===== config.mk =====
export PLATFORM = sky130hd
export DESIGN_NAME = frame_max_sched
export DESIGN_NICKNAME = d
export VERILOG_FILES = /design/src/rtl/frame_max_sched.sv
export SDC_FILE = /design/constraint.sdc
export NUM_CORES = 1
export LEC_CHECK = 0
export ABC_AREA = 1
export CAP_MARGIN = 30
export CORE_MARGIN = 3
export CORE_UTILIZATION = 48
export DETAILED_ROUTE_END_ITERATION = 10
export PLACE_DENSITY = 0.95
export SLEW_MARGIN = 20
export SYNTH_ARGS = -nofsm -noshare
export SYNTH_HDL_FRONTEND = slang
export SYNTH_SLANG_ARGS = --single-unit

===== constraint.sdc =====
create_clock -name CLK -period 2.85 [get_ports CLK]
set_clock_uncertainty 0.2 [all_clocks]
set_input_delay 0.4275 -clock CLK [delete_from_list [all_inputs] [get_ports CLK]]
set_output_delay 0.4275 -clock CLK [all_outputs]
set_load 0.05 [all_outputs]

===== src/rtl/frame_max_sched.sv =====
`default_nettype none
// ============================================================================
// Module   : frame_max_sched
// Purpose  : Round-robin scheduler that feeds one requester's frame at a time
//            into a shared max-finding datapath and reports the tagged result.
// Revision : 1.0 - initial release
// ============================================================================
module frame_max_sched #(
    parameter int W         = 8,
    parameter int NREQ      = 4,
    parameter int FRAME_LEN = 20,
    parameter int TIMEOUT   = 16
) (
    input  logic                     CLK,
    input  logic                     RESETZ,
    input  logic [NREQ-1:0]          req,
    input  logic [NREQ-1:0]          req_valid,
    input  logic [NREQ*W-1:0]        req_data,
    output logic [NREQ-1:0]          gnt,
    output logic [NREQ-1:0]          req_ready,
    output logic                     dp_clr,
    output logic                     dp_valid,
    output logic [W-1:0]             dp_data,
    input  logic                     dp_done,
    input  logic [W-1:0]             dp_result,
    output logic                     res_valid,
    output logic [$clog2(NREQ)-1:0]  res_id,
    output logic [W-1:0]             res_max,
    output logic                     res_err,
    output logic                     busy
);

    localparam int c_ID_W  = $clog2(NREQ);
    localparam int c_CNT_W = $clog2(FRAME_LEN + 1);
    localparam int c_TMR_W = $clog2(TIMEOUT + 1);

    typedef enum logic [2:0] {
        S_IDLE   = 3'd0,
        S_CLEAR  = 3'd1,
        S_STREAM = 3'd2,
        S_WAIT   = 3'd3,
        S_REPORT = 3'd4
    } state_t;

    state_t              r_state;
    state_t              w_state_nxt;
    logic [c_ID_W-1:0]   r_gid;
    logic [c_ID_W-1:0]   r_last;
    logic [c_ID_W-1:0]   w_sel;
    logic [c_ID_W-1:0]   w_idx;
    logic                w_any;
    logic [NREQ-1:0]     w_oh;
    logic [W-1:0]        w_lane_data;
    logic                w_lane_valid;
    logic                w_lane_req;
    logic                w_acc;
    logic                w_abort;
    logic                w_tmo;
    logic [c_CNT_W-1:0]  r_cnt;
    logic [c_TMR_W-1:0]  r_timer;
    logic                r_dp_valid;
    logic [W-1:0]        r_dp_data;
    logic [c_ID_W-1:0]   r_res_id;
    logic [W-1:0]        r_res_max;
    logic                r_res_err;

    // Scan from last_gnt+NREQ down to last_gnt+1 so the closest requester wins.
    always_comb begin
        w_sel       = '0;
        w_any       = 1'b0;
        w_idx       = '0;
        w_oh        = '0;
        w_lane_data = '0;
        w_oh[r_gid] = 1'b1;
        for (int k = NREQ; k >= 1; k--) begin
            w_idx = c_ID_W'((int'(r_last) + k) % NREQ);
            if (req[w_idx]) begin
                w_sel = w_idx;
                w_any = 1'b1;
            end
        end
        for (int i = 0; i < NREQ; i++) begin
            if (r_gid == c_ID_W'(i)) begin
                w_lane_data = req_data[i*W +: W];
            end
        end
    end

    assign w_lane_valid = req_valid[r_gid];
    assign w_lane_req   = req[r_gid];
    assign w_acc        = (r_state == S_STREAM) && w_lane_valid;
    assign w_abort      = (r_state == S_STREAM) && !w_lane_req;
    assign w_tmo        = (r_timer == c_TMR_W'(TIMEOUT - 1));

    always_ff @(posedge CLK or negedge RESETZ) begin
        if (!RESETZ) begin
            r_state <= S_IDLE;
        end else begin
            r_state <= w_state_nxt;
        end
    end

    always_comb begin
        w_state_nxt = r_state;
        gnt         = '0;
        req_ready   = '0;
        dp_clr      = 1'b0;
        res_valid   = 1'b0;
        busy        = (r_state != S_IDLE);
        case (r_state)
            S_IDLE: begin
                if (w_any) w_state_nxt = S_CLEAR;
            end
            S_CLEAR: begin
                gnt         = w_oh;
                dp_clr      = 1'b1;
                w_state_nxt = S_STREAM;
            end
            S_STREAM: begin
                gnt       = w_oh;
                req_ready = w_oh;
                if (w_abort) begin
                    w_state_nxt = S_REPORT;
                end else if (w_acc && (r_cnt == c_CNT_W'(FRAME_LEN - 1))) begin
                    w_state_nxt = S_WAIT;
                end
            end
            S_WAIT: begin
                gnt = w_oh;
                if (dp_done || w_tmo) w_state_nxt = S_REPORT;
            end
            S_REPORT: begin
                res_valid   = 1'b1;
                w_state_nxt = S_IDLE;
            end
            default: w_state_nxt = S_IDLE;
        endcase
    end

    always_ff @(posedge CLK or negedge RESETZ) begin
        if (!RESETZ) begin
            r_gid      <= '0;
            r_last     <= c_ID_W'(NREQ - 1);
            r_cnt      <= '0;
            r_timer    <= '0;
            r_dp_valid <= 1'b0;
            r_dp_data  <= '0;
            r_res_id   <= '0;
            r_res_max  <= '0;
            r_res_err  <= 1'b0;
        end else begin
            r_dp_valid <= w_acc;
            if (w_acc) r_dp_data <= w_lane_data;
            if (r_state != S_WAIT) r_timer <= '0;
            case (r_state)
                S_IDLE: begin
                    if (w_any) r_gid <= w_sel;
                end
                S_CLEAR: begin
                    r_cnt <= '0;
                end
                S_STREAM: begin
                    if (w_acc) r_cnt <= r_cnt + c_CNT_W'(1);
                    if (w_abort) begin
                        r_res_id  <= r_gid;
                        r_res_max <= '0;
                        r_res_err <= 1'b1;
                    end
                end
                S_WAIT: begin
                    // dp_done wins over a timeout landing on the same cycle
                    if (dp_done) begin
                        r_res_id  <= r_gid;
                        r_res_max <= dp_result;
                        r_res_err <= 1'b0;
                    end else if (w_tmo) begin
                        r_res_id  <= r_gid;
                        r_res_max <= '0;
                        r_res_err <= 1'b1;
                    end else begin
                        r_timer <= r_timer + c_TMR_W'(1);
                    end
                end
                S_REPORT: begin
                    r_last <= r_gid;
                end
                default: ;
            endcase
        end
    end

    assign dp_valid = r_dp_valid;
    assign dp_data  = r_dp_data;
    assign res_id   = r_res_id;
    assign res_max  = r_res_max;
    assign res_err  = r_res_err;

endmodule
`default_nettype wire


* Yosys cells after proc, flatten, opt, wreduce, memory -nomap -nowiden
Index checks and enable logic that the tools add are counted.
** Storage, ports and cells
- Flip-flop bits (word level) :: 37
- Output and inout bits :: 31
- Logic and storage cells :: 107
- Input bits :: 51
** Operators by class
- Muxes and demuxes :: 53
- Reductions and logical operators :: 16
- Add/subtract/negate cells :: 6
- Equal/unequal tests :: 16
- Magnitude comparators :: 6
** Operators with widths (count)
- $mux 8 :: 7
- $mux 5 :: 5
- $mux 1 :: 16
- $pmux 8 s2 :: 1
- $lt 2x3->1 const B :: 5
- $mux 2 :: 7
- $bmux 1 s2 :: 6
- $mux 3 :: 4
- $pmux 3 s4 :: 1
- $add 5x1->5 const B :: 2
- $pmux 5 s2 :: 1
- $mux 4 :: 2
- $ne 2x2->1 const B :: 4
- $eq 3x2->1 const B :: 2
- $ne 3x2->1 const B :: 2
- $reduce_and 3->1 :: 2
- $eq 5x4->1 const B :: 1
- $eq 5x5->1 const B :: 1
- $add 2x1->2 const B :: 2
- $add 2x2->2 const B :: 2
- $eq 2x2->1 const B :: 2
- $logic_and 1x1->1 :: 4
- $pmux 2 s2 :: 1
- $reduce_and 2->1 :: 2
- other kinds (14) :: 15

* Depth between registers and ports, before layout
Gate-level depths: netlist of run 1.
- Word-level depth :: 9
- Mapped depth :: 12
- Depth with buffers taken out :: 10

* Worst setup path before layout of run 1
OpenSTA, ideal clock, no wires.
- Kind :: register to output
- Start :: register r_state[1]
- End :: output port dp_clr
- Cell stages (with the launch flop) :: 2
- Slack :: 510 ps
- Arrival :: 1713 ps
- Cells stage by stage :: dfrtp_1 nor3_1
** On the way
- Word-level cells in the longest chain between the ends :: 2
** Ends and longest elaborated chain
- start: declaration :: line 45 : state_t r_state;
- start signal: assignment :: line 99 : r_state <= w_state_nxt;
- $eq 3x1->1 :: line 110 : case (r_state)
- $mux 1 :: line 110
- end: declaration :: line 21 : output logic dp_clr,
Every way passes these cells.

* Worst setup path in the final report of run 1
- Start :: register r_state[1]
- End :: output port res_valid
** On the way
- Word-level cells in the longest chain between the ends :: 2
** Ends and longest elaborated chain
- $eq 3x3->1 :: line 110
- $mux 1 :: line 110
- end: declaration :: line 26 : output logic res_valid,
Every way passes these cells.

==> metrics.txt, run 1 <==
ranking of synthesized cells by area=dfrtp_1 39%, nand2_1 18%, nand2_4 4.6%; Netlist cell types=29; top cell type's share of synthesized area=0.394; Post-synth top flop=dfrtp_1; CP endpoint kind=output port; LEAKAGE=1.55 nW; Layout Cells excl Fill=428; drt wl/cell=roughly 13 um; status=completed; cell row count=24; Pwr Density=about 1100 nW/um2; final setup fails=0; sw power=about 1.9 mW; DP Worst Slack=0.550 ns; DRT Wirelength=5.75 mm; post-CTS setup buffers=0; Pre-Repair DR Iteration Count=4; Worst EP arrival=2.01 ns; Post-synth EDFFs=0; Worst-Skew Late Latency=0.29 ns; Post-Syn Nets=342; clk sink count=37; post-cts sizing count=0; pin count of the biggest net entering global routing=38; RSZ-0062 raised after global routing=false; Max clock buf depth=2; commonest non-fill, non-tap cells in the layout=104 x nand2_1, 77 x clkdlybuf4s50_1, 35 x dfrtp_1, 22 x inv_1, 22 x nor2_1; Die Wd=about 74 um; most common cell after layout, fill and taps aside=nand2_1; R2R depth=10; Pins Over Slew Limit=0; Seq pwr share=0.256; hold slack=just under 0.3 ns; Area growth, synth to finish=41.6%; DRC=0; worst slew pin tran=0.672 ns; CP Class=register to output port; Seq cells post-synth=37; CTS tree=done; CTS root buf=clkbuf_8; antenna violations before repair=0; core box area=4410 um2; Seq/Total Area, Yosys=0.417; Port Buffers=81; Final HPWL DP=about 4.6 mm; post-place instance area=3060 um2; Setup WS post-layout=0.215 ns; die area=about 5500 um2; Tightest Hold Check Type=register to register; gpl congestion=0.846; final setup TNS=0 ns; Total GRT Usage=0.220; Cells after Synth=289; Slew headroom=0.550; worst path required time=2.22 ns; startpoint types=register; worst-path fanout max=5; io pins=82; yosys warns=0; layout cell share with drive strength beyond 1=0.152; Fillers=346; Tcrit/Tclk final=0.925; sw frac=0.525; number of global-route vias before repair=2050; Mean Syn Cell Area=7.70 um2; Initial Utilization=0.504; Die Ht=74.1 um; synthesized area=2220 um2; cts hold-fix bufs=0; CTS buffer count=5; cell taking the most area after synthesis=dfrtp_1; Int Power=approximately 1.7 mW; Diodes inserted=0; Worst VDD drop=0.000660 V; Final Hold Fails=0; H-tree depth=2; gr ovfl total=0; Design Area, Final=around 3100 um2; DRT iter0 DRCs=101; Final #Nets=429; Comb pwr share=0.641; min Tclk post-route=2.64 ns; Peak Freq=around 380 MHz; Reg clk slew, reported paths=0.07 ns; via count=~2200; Vias/cell=5.11; cell count of the worst hold path=2; global-route wire length before repair=between 9 and 10 mm; Max-Cap Viols=0; clock power share=0.103; Post-Place Cells=421; ys async rst share=1.00; post-route ant nets=0
[cell families (layout without fill, tap and decap cells)]
group,after synthesis,after routing,share of synthesized area
AOI/OAI and AO/OA,39,39,0.112
buffers and inverters,37,124,0.0804
adders and majority gates,2,2,0.0112
and+or+nand+nor,171,171,0.367
DFF,37,37,0.417
xor gates and xnor gates,3,3,0.0118
[critical path, stage by stage (launching register included)]
cell and delay, ns:
dfrtp_1 0.41, nor2_1 0.16, inv_1 0.07, nor2_1 0.22, clkdlybuf4s50_1 0.86
[worst paths after layout]
check                            from          to  slack [ns]
max in group asynchronous      RESETZ   r_last[0]        1.75
min in group asynchronous      RESETZ  r_timer[0]        0.36
setup / recovery           r_state[1]   res_valid        0.21
setup reg to reg             r_gid[1]   res_id[0]        0.80
hold reg to reg            dp_data[0]  dp_data[0]        0.30
hold / removal             dp_data[0]  dp_data[0]        0.30
[area by class of cell]
class	count	area [um2]	share of cell area
Multi-Input combinational cell	215	1120	0.355
Sequential cell	37	928	0.295
Timing Repair Buffer	85	831	0.264
Inverter	32	121	0.0385
Clock buffer	7	86.3	0.0274
Tap cell	52	65.1	0.0207
[Yosys cell counts (all sizes together), types with 2 or more instances]
library cell  instances
o21ai                23
nand2               126
dfrtp                35
nand4                 2
ha                    2
buf                   4
xor2                  3
nand3                13
nor2                 28
a21oi                 6
a221oi                8
inv                  31
dfstp                 2
[power groups by stage]
stage               combinational [mW]  clock (mW)  sequential, mW
finish                            2.26       0.363           0.903
global route                      2.45       0.394           0.932
CTS                               2.27       0.369           0.902
detailed placement                2.27           0           0.909
global placement                  2.22           0           0.902
floorplan                         1.23           0            1.32
[stage by stage]
step                utilization  total power [mW]
CTS                       0.713              3.54
global placement          0.694              3.12
global route              0.713              3.78
detailed placement        0.694              3.18
finish                    0.713              3.53
floorplan                     -              2.55
[layer usage]
layer	global-route usage	share of wire	routed length, um
met1	0.274	0.42	2440
met2	0.369	0.49	2800
met3	0.0500	0.065	376
met4	0.0885	0.023	133
met5	0	0	0
[state kept, by name (all words and copies together) (netlist names)]
signal,flops
dp_data,8
res_max,8
r_cnt,5
r_timer,5
r_state,3
r_gid,2
r_last,2
res_id,2
dp_valid,1
res_err,1
Note: power is estimated with default switching activity, not from simulation.
==> run 2, diff against run 1 <==
--- a/config.mk
+++ b/config.mk
@@ -7,6 +7,7 @@
 export LEC_CHECK = 0
 export ABC_AREA = 1
 export CAP_MARGIN = 30
+export CORE_ASPECT_RATIO = 1.4
 export CORE_MARGIN = 3
 export CORE_UTILIZATION = 48
 export DETAILED_ROUTE_END_ITERATION = 10
==> metrics.txt, run 2 (synthesis gave the netlist of run 1 again) <==
global-route wire length before repair=9.92 mm (was 9.20 mm); Pwr Density=1120 nW/um2 (about the same); hold slack=0.291 ns (was 0.295 ns); cell row count=28 (was 24); Port Buffers=81 (unchanged); Pre-Repair DR Iteration Count=4 (unchanged); most common cell after layout, fill and taps aside=nand2_1 (unchanged); Slew headroom=0.539 (was 0.550); Initial Utilization=0.512 (was 0.504); worst slew pin tran=0.689 ns (was 0.672 ns); CTS tree=done (unchanged); Diodes inserted=0 (unchanged); Reg2Reg Setup Slack=0.76 ns (was 0.80 ns); Worst EP arrival=2.03 ns (was 2.01 ns); Peak Freq=376 MHz (was 379 MHz); Total GRT Usage=0.227 (was 0.220); Vias/cell=5.10 (was 5.11); gr ovfl total=0 (unchanged); Die Ht=86.6 um (was 74.1 um); layout cell share with drive strength beyond 1=0.154 (was 0.152); H-tree depth=2 (unchanged); Die Wd=63.5 um (was 74.1 um); CTS root buf=clkbuf_8 (unchanged); Area growth, synth to finish=41.8% (was 41.6%); LEAKAGE=1.55 nW (about the same); gpl congestion=0.840 (was 0.846); Reg clk slew, reported paths=0.07 ns (about the same); Max-Cap Viols=0 (unchanged); number of global-route vias before repair=2175 (was 2050); Max clock buf depth=2 (unchanged); status=completed (unchanged); min Tclk post-route=2.66 ns (was 2.64 ns); commonest non-fill, non-tap cells in the layout=104 x nand2_1, 77 x clkdlybuf4s50_1, 35 x dfrtp_1, 22 x inv_1, 22 x nor2_1 (unchanged); post-CTS setup buffers=0 (unchanged); core box area=4340 um2 (was 4410 um2); RSZ-0062 raised after global routing=false (unchanged); cts hold-fix bufs=0 (unchanged); Worst-Skew Late Latency=0.29 ns (about the same); Pins Over Slew Limit=0 (unchanged); drt wl/cell=13.7 um (was 13.4 um); DRC=0 (unchanged); CTS buffer count=5 (unchanged); io pins=82 (unchanged); clk sink count=37 (unchanged); startpoint types=register (unchanged); Final HPWL DP=4.72 mm (was 4.56 mm); worst path required time=2.22 ns (about the same); Final Hold Fails=0 (unchanged); DRT Wirelength=5.98 mm (was 5.75 mm); Tcrit/Tclk final=0.934 (was 0.925); post-cts sizing count=0 (unchanged); CP endpoint kind=output port (unchanged); Worst VDD drop=0.000790 V (was 0.000660 V); die area=5500 um2 (was 5490 um2); pin count of the biggest net entering global routing=38 (unchanged); worst-path fanout max=5 (unchanged); antenna violations before repair=0 (unchanged); final setup TNS=0 ns (unchanged); final setup fails=0 (unchanged); post-route ant nets=0 (unchanged); Final #Nets=429 (unchanged); via count=2227 (was 2185); CP Class=register to output port (unchanged); DRT iter0 DRCs=93 (was 101); Tightest Hold Check Type=register to register (unchanged)
## run 2: stage by stage
step / utilization / total power, mW / std cells / setup slack, ns / instance area (um2)
4_1_cts: 0.726 / 3.54 / 437 / 0.202 / 3160
3_5_place_dp: 0.707 / 3.18 / 429 / 0.546 / 3070
3_3_place_gp: 0.707 / 3.11 / 429 / 0.561 / 3070
6_report: 0.726 / 3.53 / 437 / 0.188 / 3160
5_1_grt: 0.726 / 3.76 / 437 / 0.0972 / 3160
2_1_floorplan: - / 2.55 / 289 / 0.510 / 2220
## run 2: final cells by class
type | instances | area (um2)
fillers | 336 | 1190
multi-input cells | 215 | 1120
clock buffers | 6 | 72.6
well taps | 60 | 75.1
repair buffers | 85 | 831
flip-flops and latches | 37 | 928
clock inverters | 2 | 10.0
inverters | 32 | 121
## run 2: final timing paths
| check | from | to | cells after the start |
|---|---|---|---|
| setup / recovery | r_state[1] | res_valid | 4 |
| hold / removal | dp_data[7] | dp_data[7] | 2 |
| setup reg to reg | r_gid[1] | res_id[0] | 10 |
| hold reg to reg | dp_data[7] | dp_data[7] | 2 |
| max in group asynchronous | RESETZ | r_last[1] | 2 |
| min in group asynchronous | RESETZ | dp_data[7] | 2 |
## run 2: worst max-delay path, stage by stage (launching register included)
cell and delay [ns]:
dfrtp_1 0.41, nor2_1 0.16, inv_1 0.07, nor2_1 0.24, clkdlybuf4s50_1 0.87
## run 2: power breakdown
group	total (mW)	internal (mW)	switching, mW	leakage, nW
Clock	0.351	0.169	0.182	0.0450
Combinational	2.27	0.761	1.51	1.03
Sequential	0.906	0.723	0.182	0.482
## run 2: per-layer routing
| metal | global-route usage | up-vias | wire, um |
|---|---|---|---|
| met5 | 0 | - | 0 |
| met4 | 0.0629 | 0 | 102 |
| met3 | 0.0363 | 12 | 309 |
| met2 | 0.440 | 75 | 3340 |
| met1 | 0.251 | 1047 | 2220 |
| li1 | - | 1093 | - |
